`src/rtl/mem_seq_pkg.sv`:
```
// Shared types and constants for the LC-3 memory sequencer.
// Holds the FSM state enum and the per-state SRAM strobe encoding.
package mem_seq_pkg;

    typedef enum logic [2:0] {
        S_IDLE,
        S_RD_ACT,
        S_WR_SETUP,
        S_WR_PULSE,
        S_WR_HOLD,
        S_IO_ACK
    } mem_state_t;

    localparam logic [15:0] IO_ADDR_DEF = 16'hFFFF;

    typedef struct packed {
        logic ce_n;
        logic oe_n;
        logic we_n;
        logic d_oe;
    } strobe_t;

    // {CE_N, OE_N, WE_N, D_Oe} driven while sitting in each state
    localparam strobe_t STRB_IDLE  = 4'b1110;
    localparam strobe_t STRB_RD    = 4'b0010;
    localparam strobe_t STRB_SETUP = 4'b0111;
    localparam strobe_t STRB_PULSE = 4'b0101;
    localparam strobe_t STRB_HOLD  = 4'b0111;
    localparam strobe_t STRB_IO    = 4'b1110;

    function automatic strobe_t strobe_of(input mem_state_t s);
        strobe_t r;
        case (s)
            S_RD_ACT:   r = STRB_RD;
            S_WR_SETUP: r = STRB_SETUP;
            S_WR_PULSE: r = STRB_PULSE;
            S_WR_HOLD:  r = STRB_HOLD;
            S_IO_ACK:   r = STRB_IO;
            default:    r = STRB_IDLE;
        endcase
        return r;
    endfunction

endpackage

```
`src/rtl/mem_sequencer_if.sv`:
```
// Request, I/O and SRAM bus bundle of the memory sequencer.
// slave is the sequencer side, master the control unit / board side.
interface mem_sequencer_if #(
    parameter int ADDR_W = 20,
    parameter int DATA_W = 16
);
    logic              Req_Rd;
    logic              Req_Wr;
    logic [ADDR_W-1:0] Addr;
    logic [DATA_W-1:0] Wr_Data;
    logic [DATA_W-1:0] Rd_Data;
    logic              Done;
    logic              Busy;
    logic              Req_Err;
    logic [DATA_W-1:0] Switches;
    logic [DATA_W-1:0] Hex_Out;
    logic [ADDR_W-1:0] Sram_Addr;
    logic              Sram_CE_N;
    logic              Sram_OE_N;
    logic              Sram_WE_N;
    logic              Sram_UB_N;
    logic              Sram_LB_N;
    logic [DATA_W-1:0] Sram_D_Out;
    logic              Sram_D_Oe;
    logic [DATA_W-1:0] Sram_D_In;

    modport slave (
        input  Req_Rd, Req_Wr, Addr, Wr_Data, Switches, Sram_D_In,
        output Rd_Data, Done, Busy, Req_Err, Hex_Out,
        output Sram_Addr, Sram_CE_N, Sram_OE_N, Sram_WE_N,
        output Sram_UB_N, Sram_LB_N, Sram_D_Out, Sram_D_Oe
    );

    modport master (
        output Req_Rd, Req_Wr, Addr, Wr_Data, Switches, Sram_D_In,
        input  Rd_Data, Done, Busy, Req_Err, Hex_Out,
        input  Sram_Addr, Sram_CE_N, Sram_OE_N, Sram_WE_N,
        input  Sram_UB_N, Sram_LB_N, Sram_D_Out, Sram_D_Oe
    );

endinterface

```
`src/rtl/mem_wait_counter.sv`:
```
// Wait-state down-counter: load has priority, decrement stops at zero.
// zero flags the last cycle of a timed strobe phase.
module mem_wait_counter #(
    parameter int W = 4
) (
    input  logic         clk,
    input  logic         rst_n,
    input  logic         load,
    input  logic [W-1:0] load_val,
    input  logic         dec,
    output logic         zero
);

    logic [W-1:0] cnt;

    // load on phase entry, count down otherwise, never wrap below zero
    always_ff @(posedge clk or negedge rst_n) begin
        if (!rst_n) begin
            cnt <= '0;
        end else if (load) begin
            cnt <= load_val;
        end else if (dec && (cnt != '0)) begin
            cnt <= cnt - 1'b1;
        end
    end

    assign zero = (cnt == '0);

endmodule

```
`src/rtl/mem_sequencer.sv`:
```
// LC-3 memory sequencer: timed SRAM reads/writes with wait states,
// plus the switch / hex-display I/O location.
module mem_sequencer
    import mem_seq_pkg::*;
#(
    parameter int          ADDR_W  = 20,
    parameter int          DATA_W  = 16,
    parameter int          RD_WAIT = 2,
    parameter int          WR_WAIT = 2,
    parameter logic [15:0] IO_ADDR = IO_ADDR_DEF
) (
    input logic            Clk,
    input logic            Reset,
    mem_sequencer_if.slave bus
);

    localparam logic [3:0] RD_LOAD = 4'(RD_WAIT - 1);
    localparam logic [3:0] WR_LOAD = 4'(WR_WAIT - 1);

    mem_state_t        state;
    strobe_t           strb;
    logic              bl_n;
    logic              is_wr;
    logic              done;
    logic              req_err;
    logic [ADDR_W-1:0] sram_addr;
    logic [DATA_W-1:0] d_out;
    logic [DATA_W-1:0] rd_data;
    logic [DATA_W-1:0] hex;

    logic       req;
    logic       io_hit;
    logic       cnt_load;
    logic [3:0] cnt_val;
    logic       cnt_dec;
    logic       cnt_zero;

    assign req    = bus.Req_Rd | bus.Req_Wr;
    assign io_hit = (bus.Addr[15:0] == IO_ADDR);

    // counter is loaded when entering RD_ACT or WR_PULSE
    always_comb begin
        cnt_load = 1'b0;
        cnt_val  = RD_LOAD;
        cnt_dec  = 1'b0;
        if (state == S_IDLE && req && !io_hit && !bus.Req_Wr) begin
            cnt_load = 1'b1;
        end
        if (state == S_WR_SETUP) begin
            cnt_load = 1'b1;
            cnt_val  = WR_LOAD;
        end
        if (state == S_RD_ACT || state == S_WR_PULSE) begin
            cnt_dec = 1'b1;
        end
    end

    mem_wait_counter #(.W(4)) u_wait (
        .clk      (Clk),
        .rst_n    (Reset),
        .load     (cnt_load),
        .load_val (cnt_val),
        .dec      (cnt_dec),
        .zero     (cnt_zero)
    );

    // sequencer FSM; strobes registered from the state being entered
    always_ff @(posedge Clk or negedge Reset) begin
        if (!Reset) begin
            state     <= S_IDLE;
            strb      <= STRB_IDLE;
            bl_n      <= 1'b1;
            is_wr     <= 1'b0;
            done      <= 1'b0;
            req_err   <= 1'b0;
            sram_addr <= '0;
            d_out     <= '0;
            rd_data   <= '0;
            hex       <= '0;
        end else begin
            done <= 1'b0;
            if (state != S_IDLE && req) begin
                req_err <= 1'b1;
            end
            case (state)
                S_IDLE: begin
                    if (req) begin
                        is_wr <= bus.Req_Wr;
                        if (io_hit) begin
                            state <= S_IO_ACK;
                            strb  <= strobe_of(S_IO_ACK);
                            bl_n  <= 1'b1;
                        end else begin
                            sram_addr <= bus.Addr;
                            d_out     <= bus.Wr_Data;
                            bl_n      <= 1'b0;
                            if (bus.Req_Wr) begin
                                state <= S_WR_SETUP;
                                strb  <= strobe_of(S_WR_SETUP);
                            end else begin
                                state <= S_RD_ACT;
                                strb  <= strobe_of(S_RD_ACT);
                            end
                        end
                    end
                end
                S_RD_ACT: begin
                    if (cnt_zero) begin
                        rd_data <= bus.Sram_D_In;
                        done    <= 1'b1;
                        state   <= S_IDLE;
                        strb    <= strobe_of(S_IDLE);
                        bl_n    <= 1'b1;
                    end
                end
                S_WR_SETUP: begin
                    state <= S_WR_PULSE;
                    strb  <= strobe_of(S_WR_PULSE);
                end
                S_WR_PULSE: begin
                    if (cnt_zero) begin
                        state <= S_WR_HOLD;
                        strb  <= strobe_of(S_WR_HOLD);
                    end
                end
                S_WR_HOLD: begin
                    done  <= 1'b1;
                    state <= S_IDLE;
                    strb  <= strobe_of(S_IDLE);
                    bl_n  <= 1'b1;
                end
                S_IO_ACK: begin
                    if (is_wr) begin
                        hex <= bus.Wr_Data;
                    end else begin
                        rd_data <= bus.Switches;
                    end
                    done  <= 1'b1;
                    state <= S_IDLE;
                    strb  <= strobe_of(S_IDLE);
                    bl_n  <= 1'b1;
                end
                default: begin
                    state <= S_IDLE;
                    strb  <= strobe_of(S_IDLE);
                    bl_n  <= 1'b1;
                end
            endcase
        end
    end

    assign bus.Rd_Data    = rd_data;
    assign bus.Done       = done;
    assign bus.Busy       = (state != S_IDLE);
    assign bus.Req_Err    = req_err;
    assign bus.Hex_Out    = hex;
    assign bus.Sram_Addr  = sram_addr;
    assign bus.Sram_CE_N  = strb.ce_n;
    assign bus.Sram_OE_N  = strb.oe_n;
    assign bus.Sram_WE_N  = strb.we_n;
    assign bus.Sram_UB_N  = bl_n;
    assign bus.Sram_LB_N  = bl_n;
    assign bus.Sram_D_Out = d_out;
    assign bus.Sram_D_Oe  = strb.d_oe;

endmodule

```
`src/flat_wrapper.sv`:
```
// flat-port wrapper written by rule: the top's interface ports become plain ports
module mem_sequencer_flat import mem_seq_pkg::*;
#(
    parameter int          ADDR_W  = 20,
    parameter int          DATA_W  = 16,
    parameter int          RD_WAIT = 2,
    parameter int          WR_WAIT = 2,
    parameter logic [15:0] IO_ADDR = IO_ADDR_DEF
)
  (Clk, Reset, bus_Req_Rd, bus_Req_Wr, bus_Addr, bus_Wr_Data, bus_Switches, bus_Sram_D_In, bus_Rd_Data, bus_Done, bus_Busy, bus_Req_Err, bus_Hex_Out, bus_Sram_Addr, bus_Sram_CE_N, bus_Sram_OE_N, bus_Sram_WE_N, bus_Sram_UB_N, bus_Sram_LB_N, bus_Sram_D_Out, bus_Sram_D_Oe);
  mem_sequencer_if #(.ADDR_W(ADDR_W), .DATA_W(DATA_W)) bus_i ();
  input logic Clk;
  input logic Reset;
  input wire logic [$bits(bus_i.Req_Rd)-1:0] bus_Req_Rd;
  input wire logic [$bits(bus_i.Req_Wr)-1:0] bus_Req_Wr;
  input wire logic [$bits(bus_i.Addr)-1:0] bus_Addr;
  input wire logic [$bits(bus_i.Wr_Data)-1:0] bus_Wr_Data;
  input wire logic [$bits(bus_i.Switches)-1:0] bus_Switches;
  input wire logic [$bits(bus_i.Sram_D_In)-1:0] bus_Sram_D_In;
  output wire logic [$bits(bus_i.Rd_Data)-1:0] bus_Rd_Data;
  output wire logic [$bits(bus_i.Done)-1:0] bus_Done;
  output wire logic [$bits(bus_i.Busy)-1:0] bus_Busy;
  output wire logic [$bits(bus_i.Req_Err)-1:0] bus_Req_Err;
  output wire logic [$bits(bus_i.Hex_Out)-1:0] bus_Hex_Out;
  output wire logic [$bits(bus_i.Sram_Addr)-1:0] bus_Sram_Addr;
  output wire logic [$bits(bus_i.Sram_CE_N)-1:0] bus_Sram_CE_N;
  output wire logic [$bits(bus_i.Sram_OE_N)-1:0] bus_Sram_OE_N;
  output wire logic [$bits(bus_i.Sram_WE_N)-1:0] bus_Sram_WE_N;
  output wire logic [$bits(bus_i.Sram_UB_N)-1:0] bus_Sram_UB_N;
  output wire logic [$bits(bus_i.Sram_LB_N)-1:0] bus_Sram_LB_N;
  output wire logic [$bits(bus_i.Sram_D_Out)-1:0] bus_Sram_D_Out;
  output wire logic [$bits(bus_i.Sram_D_Oe)-1:0] bus_Sram_D_Oe;
  assign bus_i.Req_Rd = bus_Req_Rd;
  assign bus_i.Req_Wr = bus_Req_Wr;
  assign bus_i.Addr = bus_Addr;
  assign bus_i.Wr_Data = bus_Wr_Data;
  assign bus_i.Switches = bus_Switches;
  assign bus_i.Sram_D_In = bus_Sram_D_In;
  assign bus_Rd_Data = bus_i.Rd_Data;
  assign bus_Done = bus_i.Done;
  assign bus_Busy = bus_i.Busy;
  assign bus_Req_Err = bus_i.Req_Err;
  assign bus_Hex_Out = bus_i.Hex_Out;
  assign bus_Sram_Addr = bus_i.Sram_Addr;
  assign bus_Sram_CE_N = bus_i.Sram_CE_N;
  assign bus_Sram_OE_N = bus_i.Sram_OE_N;
  assign bus_Sram_WE_N = bus_i.Sram_WE_N;
  assign bus_Sram_UB_N = bus_i.Sram_UB_N;
  assign bus_Sram_LB_N = bus_i.Sram_LB_N;
  assign bus_Sram_D_Out = bus_i.Sram_D_Out;
  assign bus_Sram_D_Oe = bus_i.Sram_D_Oe;
  mem_sequencer #(.ADDR_W(ADDR_W), .DATA_W(DATA_W), .RD_WAIT(RD_WAIT), .WR_WAIT(WR_WAIT), .IO_ADDR(IO_ADDR)) u_core (.Clk(Clk), .Reset(Reset), .bus(bus_i));
endmodule
```
`config.mk`:
```
export PLATFORM = sky130hd
export DESIGN_NAME = mem_sequencer_flat
export DESIGN_NICKNAME = d
export VERILOG_FILES = /design/src/rtl/mem_seq_pkg.sv /design/src/rtl/mem_sequencer_if.sv /design/src/rtl/mem_wait_counter.sv /design/src/rtl/mem_sequencer.sv /design/src/flat_wrapper.sv
export SDC_FILE = /design/constraint.sdc
export NUM_CORES = 1
export LEC_CHECK = 0
export BUFFER_PORTS_ARGS = -buffer_cell sky130_fd_sc_hd__buf_4
export CAP_MARGIN = 20
export CORE_ASPECT_RATIO = 1.4
export CORE_UTILIZATION = 26
export DETAILED_ROUTE_END_ITERATION = 10
export GPL_TIMING_DRIVEN = 0
export PLACE_DENSITY = 0.59
export SLEW_MARGIN = 30
export SYNTH_ARGS = -nofsm -noshare
export SYNTH_HDL_FRONTEND = slang
export SYNTH_SLANG_ARGS = --single-unit
```
`constraint.sdc`:
```
create_clock -name Clk -period 2.63 [get_ports Clk]
set_input_delay 0.1315 -clock Clk [delete_from_list [all_inputs] [get_ports Clk]]
set_output_delay 0.1315 -clock Clk [all_outputs]
set_load 0.02 [all_outputs]
```
==> out/summary.txt <==
status -> complete, no violations
Synth top area share -> 55.73%
Detailed Route WL -> 8.570 mm
Area after DPL -> 4890 µm²
Final #Nets -> 498
Finished Cell Area -> 5211 µm²
setup TNS -> 0 ns
die area -> 14120 µm²
io pins -> 149
Avg WL per Cell -> 14.00 µm
clock power share -> 18.8%
RSZ-0062 raised after global routing -> no
#FFs+latches synth -> 83
CTS tree -> yes
critical path type -> flip-flop to flip-flop
critical-path cell list -> inv_1 > ha_1 > or3b_1 > and2_1 > buf_2 > a21oi_2 > mux2_2
Sw Share -> 37.08%
Avg Cell Area, Syn -> 13.39 µm²
Max-Cap Viols -> 0
total clock sinks -> 83
Core Area -> 13330 µm²
slowest stage delay, CP -> 0.46 ns
Worst Tran Pin Value -> 0.7487 ns
Hold EP -> u_core.bus.Sram_D_Out[9]
critical path's slowest cell -> or3b_1
Diodes inserted -> 0
sequential share of the synthesized area -> 58.69%
top post-synthesis cells by count -> dfrtp_1 (79), mux2_2 (35), nand2_1 (24)
Final Max Slew Viols -> 0
initial antenna violation count -> 0
f_max -> 479.8 MHz
Root Buffer -> clkbuf_16
Synth Cell Area -> 3547 µm²
clk_lat worst skew -> 0.34 ns
Vias/cell -> 4.307
# DRC -> 0
FP Rows -> 50
CP bufs+invs -> 2
most numerous cell in the Yosys netlist -> dfrtp_1
maximum VDD drop -> 0.5186 mV
crit end category -> flip-flop
Flop pwr share -> 33.3%
Yosys warning count -> 0
worst setup margin -> 0.5456 ns
pwr dens -> 1318 nW/µm²
die height -> 140.2 µm
path type of the worst min-delay path -> input port to flip-flop
DR pass1 iterations -> 4
1st-iter DRT viols -> 31
detailed placement HPWL -> 6.437 mm
RR Startpoint -> u_core.u_wait.cnt[0]
Post-synth ARST share -> 100.0%
Worst EP arrival -> 2.31 ns
H-tree levels -> 3
Worst Skew -> 0.01115 ns
Reg2Reg Depth -> 7
Clk pin slew, worst setup/hold paths -> 0.07 ns
Setup-failing EPs final -> 0
Rel. slew slack -> 50.09%
first-pass GRT wire length -> 14.03 mm
delay-heaviest family, CP -> simple AND/OR/NAND/NOR gates
Num CTS Buffers -> 9
crit path time final -> 2.084 ns
synthesized instance count -> 265
worst slack, placed -> 0.4754 ns
via count -> 2636
gr ovfl total -> 0
Yosys cell types -> 40
Tot GR Track Use -> 12.93%
commonest register cell after synthesis -> dfrtp_1
internal power -> 4.322 mW
share of the clock period used by the worst path -> 79.25%
hold path start -> bus_Wr_Data[9]
switching power -> 2.547 mW
P_leak -> 2.548 nW
CP Max Fanout -> 6
largest net degree at the start of global routing -> 84
chip width -> 100.7 µm
Routed Antenna Nets -> 0
syn nets -> 338
worst reg2reg endpoint -> u_core.bus.Sram_D_Oe
Max clock buf depth -> 2
Hold Slack -> 0.02790 ns
Total Power -> 6.870 mW
vias in the first global route -> 2851
startpoint class of the critical path -> flip-flop
gpl congestion -> 0.7207
top cells by area, synth -> dfrtp_1 (56%), mux2_2 (11%), mux2_4 (7.6%), mux2i_1 (4.5%), dfstp_2 (3.0%)
Synth-to-Final Area Change -> 46.91%
I/O Buffers -> 148
hold path depth -> 2
CP Data Required Time -> 2.85 ns
initial core utilization -> 26.62%
reg-to-reg setup timing slack -> 0.55 ns
logic gate share of total power -> 47.9%
final hold viol count -> 0
Yosys top cell by area -> dfrtp_1
Post-synth EDFFs -> 0
share of cells above drive strength 1 -> 54.88%
==> layout by cell type (no fill, tap or decap), types with 4 or more instances in the layout <==
cell type and instances:
nor2_1 7, dfstp_2 4, clkbuf_16 9, mux2_4 18, nand4_1 4, buf_4 149, mux2_2 35, buf_2 6
a21oi_1 4, dfrtp_1 79, mux2i_1 16, nand2_1 24, o21ai_0 19, buf_6 4, inv_1 6, nor3_1 4
==> worst max path at each step <==
| stage | start | endpoint | depth (start not counted) |
|---|---|---|---|
| floorplan | u_core.u_wait.cnt[0] | u_core.bus.Sram_D_Oe | 7 |
| global placement | u_core.u_wait.cnt[0] | u_core.bus.Rd_Data[13] | 6 |
| detailed placement | u_core.u_wait.cnt[0] | u_core.bus.Rd_Data[11] | 6 |
| CTS | u_core.u_wait.cnt[0] | u_core.bus.Rd_Data[11] | 6 |
| global route | u_core.u_wait.cnt[0] | u_core.bus.Rd_Data[9] | 7 |
| finish | u_core.u_wait.cnt[0] | u_core.bus.Sram_D_Oe | 7 |
==> what timing repair did <==
item | in CTS | in global routing
buffers inserted | 0 | 0
hold buffers | 1 | 0
endpoints found under the hold margin | 79 | 0
resized for setup | 0 | 0
==> power by group through the flow <==
| stage | Sequential, mW | Combinational (mW) | Clock, mW |
|---|---|---|---|
| 2_1_floorplan | 2.97 | 1.29 | 0 |
| 3_3_place_gp | 2.28 | 3.30 | 0 |
| 3_5_place_dp | 2.30 | 3.34 | 0 |
| 4_1_cts | 2.29 | 3.35 | 1.35 |
| 5_1_grt | 2.37 | 3.55 | 1.41 |
| 6_report | 2.28 | 3.29 | 1.29 |
==> cells by family (layout without fill, tap and decap cells) <==
family                     count (synthesis)  count (layout)  share of synthesized area (%)
AOI/OAI and AO/OA                         36              36                          6.032
xor gates and xnor gates                   2               2                         0.4939
adders and majority gates                  1               1                         0.3527
buffers and inverters                     20             185                          3.174
DFF                                       83              83                          58.69
muxes                                     69              69                          23.25
and+or+nand+nor                           54              54                          8.008
==> flip-flops by register name, summed over array words and instances, names as in the netlist, 3 cells and up <==
| signal | count |
|---|---|
| u_core.u_wait.cnt | 4 |
| u_core.bus.Rd_Data | 16 |
| u_core.bus.Sram_Addr | 20 |
| u_core.state | 3 |
| u_core.bus.Hex_Out | 16 |
| u_core.bus.Sram_D_Out | 16 |
==> final cells by class <==
class | count | area [µm²]
Multi-Input combinational cell | 162 | 1353
Clock inverter | 6 | 72.57
Sequential cell | 83 | 2082
Buffer | 14 | 90.09
Clock buffer | 10 | 239.0
Timing Repair Buffer | 149 | 1125
Fill cell | 1304 | 8114
Tap cell | 182 | 227.7
Inverter | 6 | 22.52
==> layer usage <==
layer / routed length, µm / global-route usage [%] / vias to the layer above / share of wire [%]
li1: - / - / 1248 / -
met1: 3461 / 14.93 / 1268 / 40
met2: 4362 / 22.28 / 107 / 51
met3: 600 / 3.244 / 13 / 7.0
met4: 146 / 5.873 / 0 / 1.7
met5: 0 / 0 / - / 0
==> metrics by stage <==
| stage | instances | util (%) |
|---|---|---|
| final | 612 | 39.11 |
| after global routing | 612 | 39.11 |
| after CTS | 612 | 39.11 |
| after global placement | 595 | 36.67 |
| after detailed placement | 595 | 36.69 |
| after floorplan | 265 | - |
(Power assumes the default switching activity.)
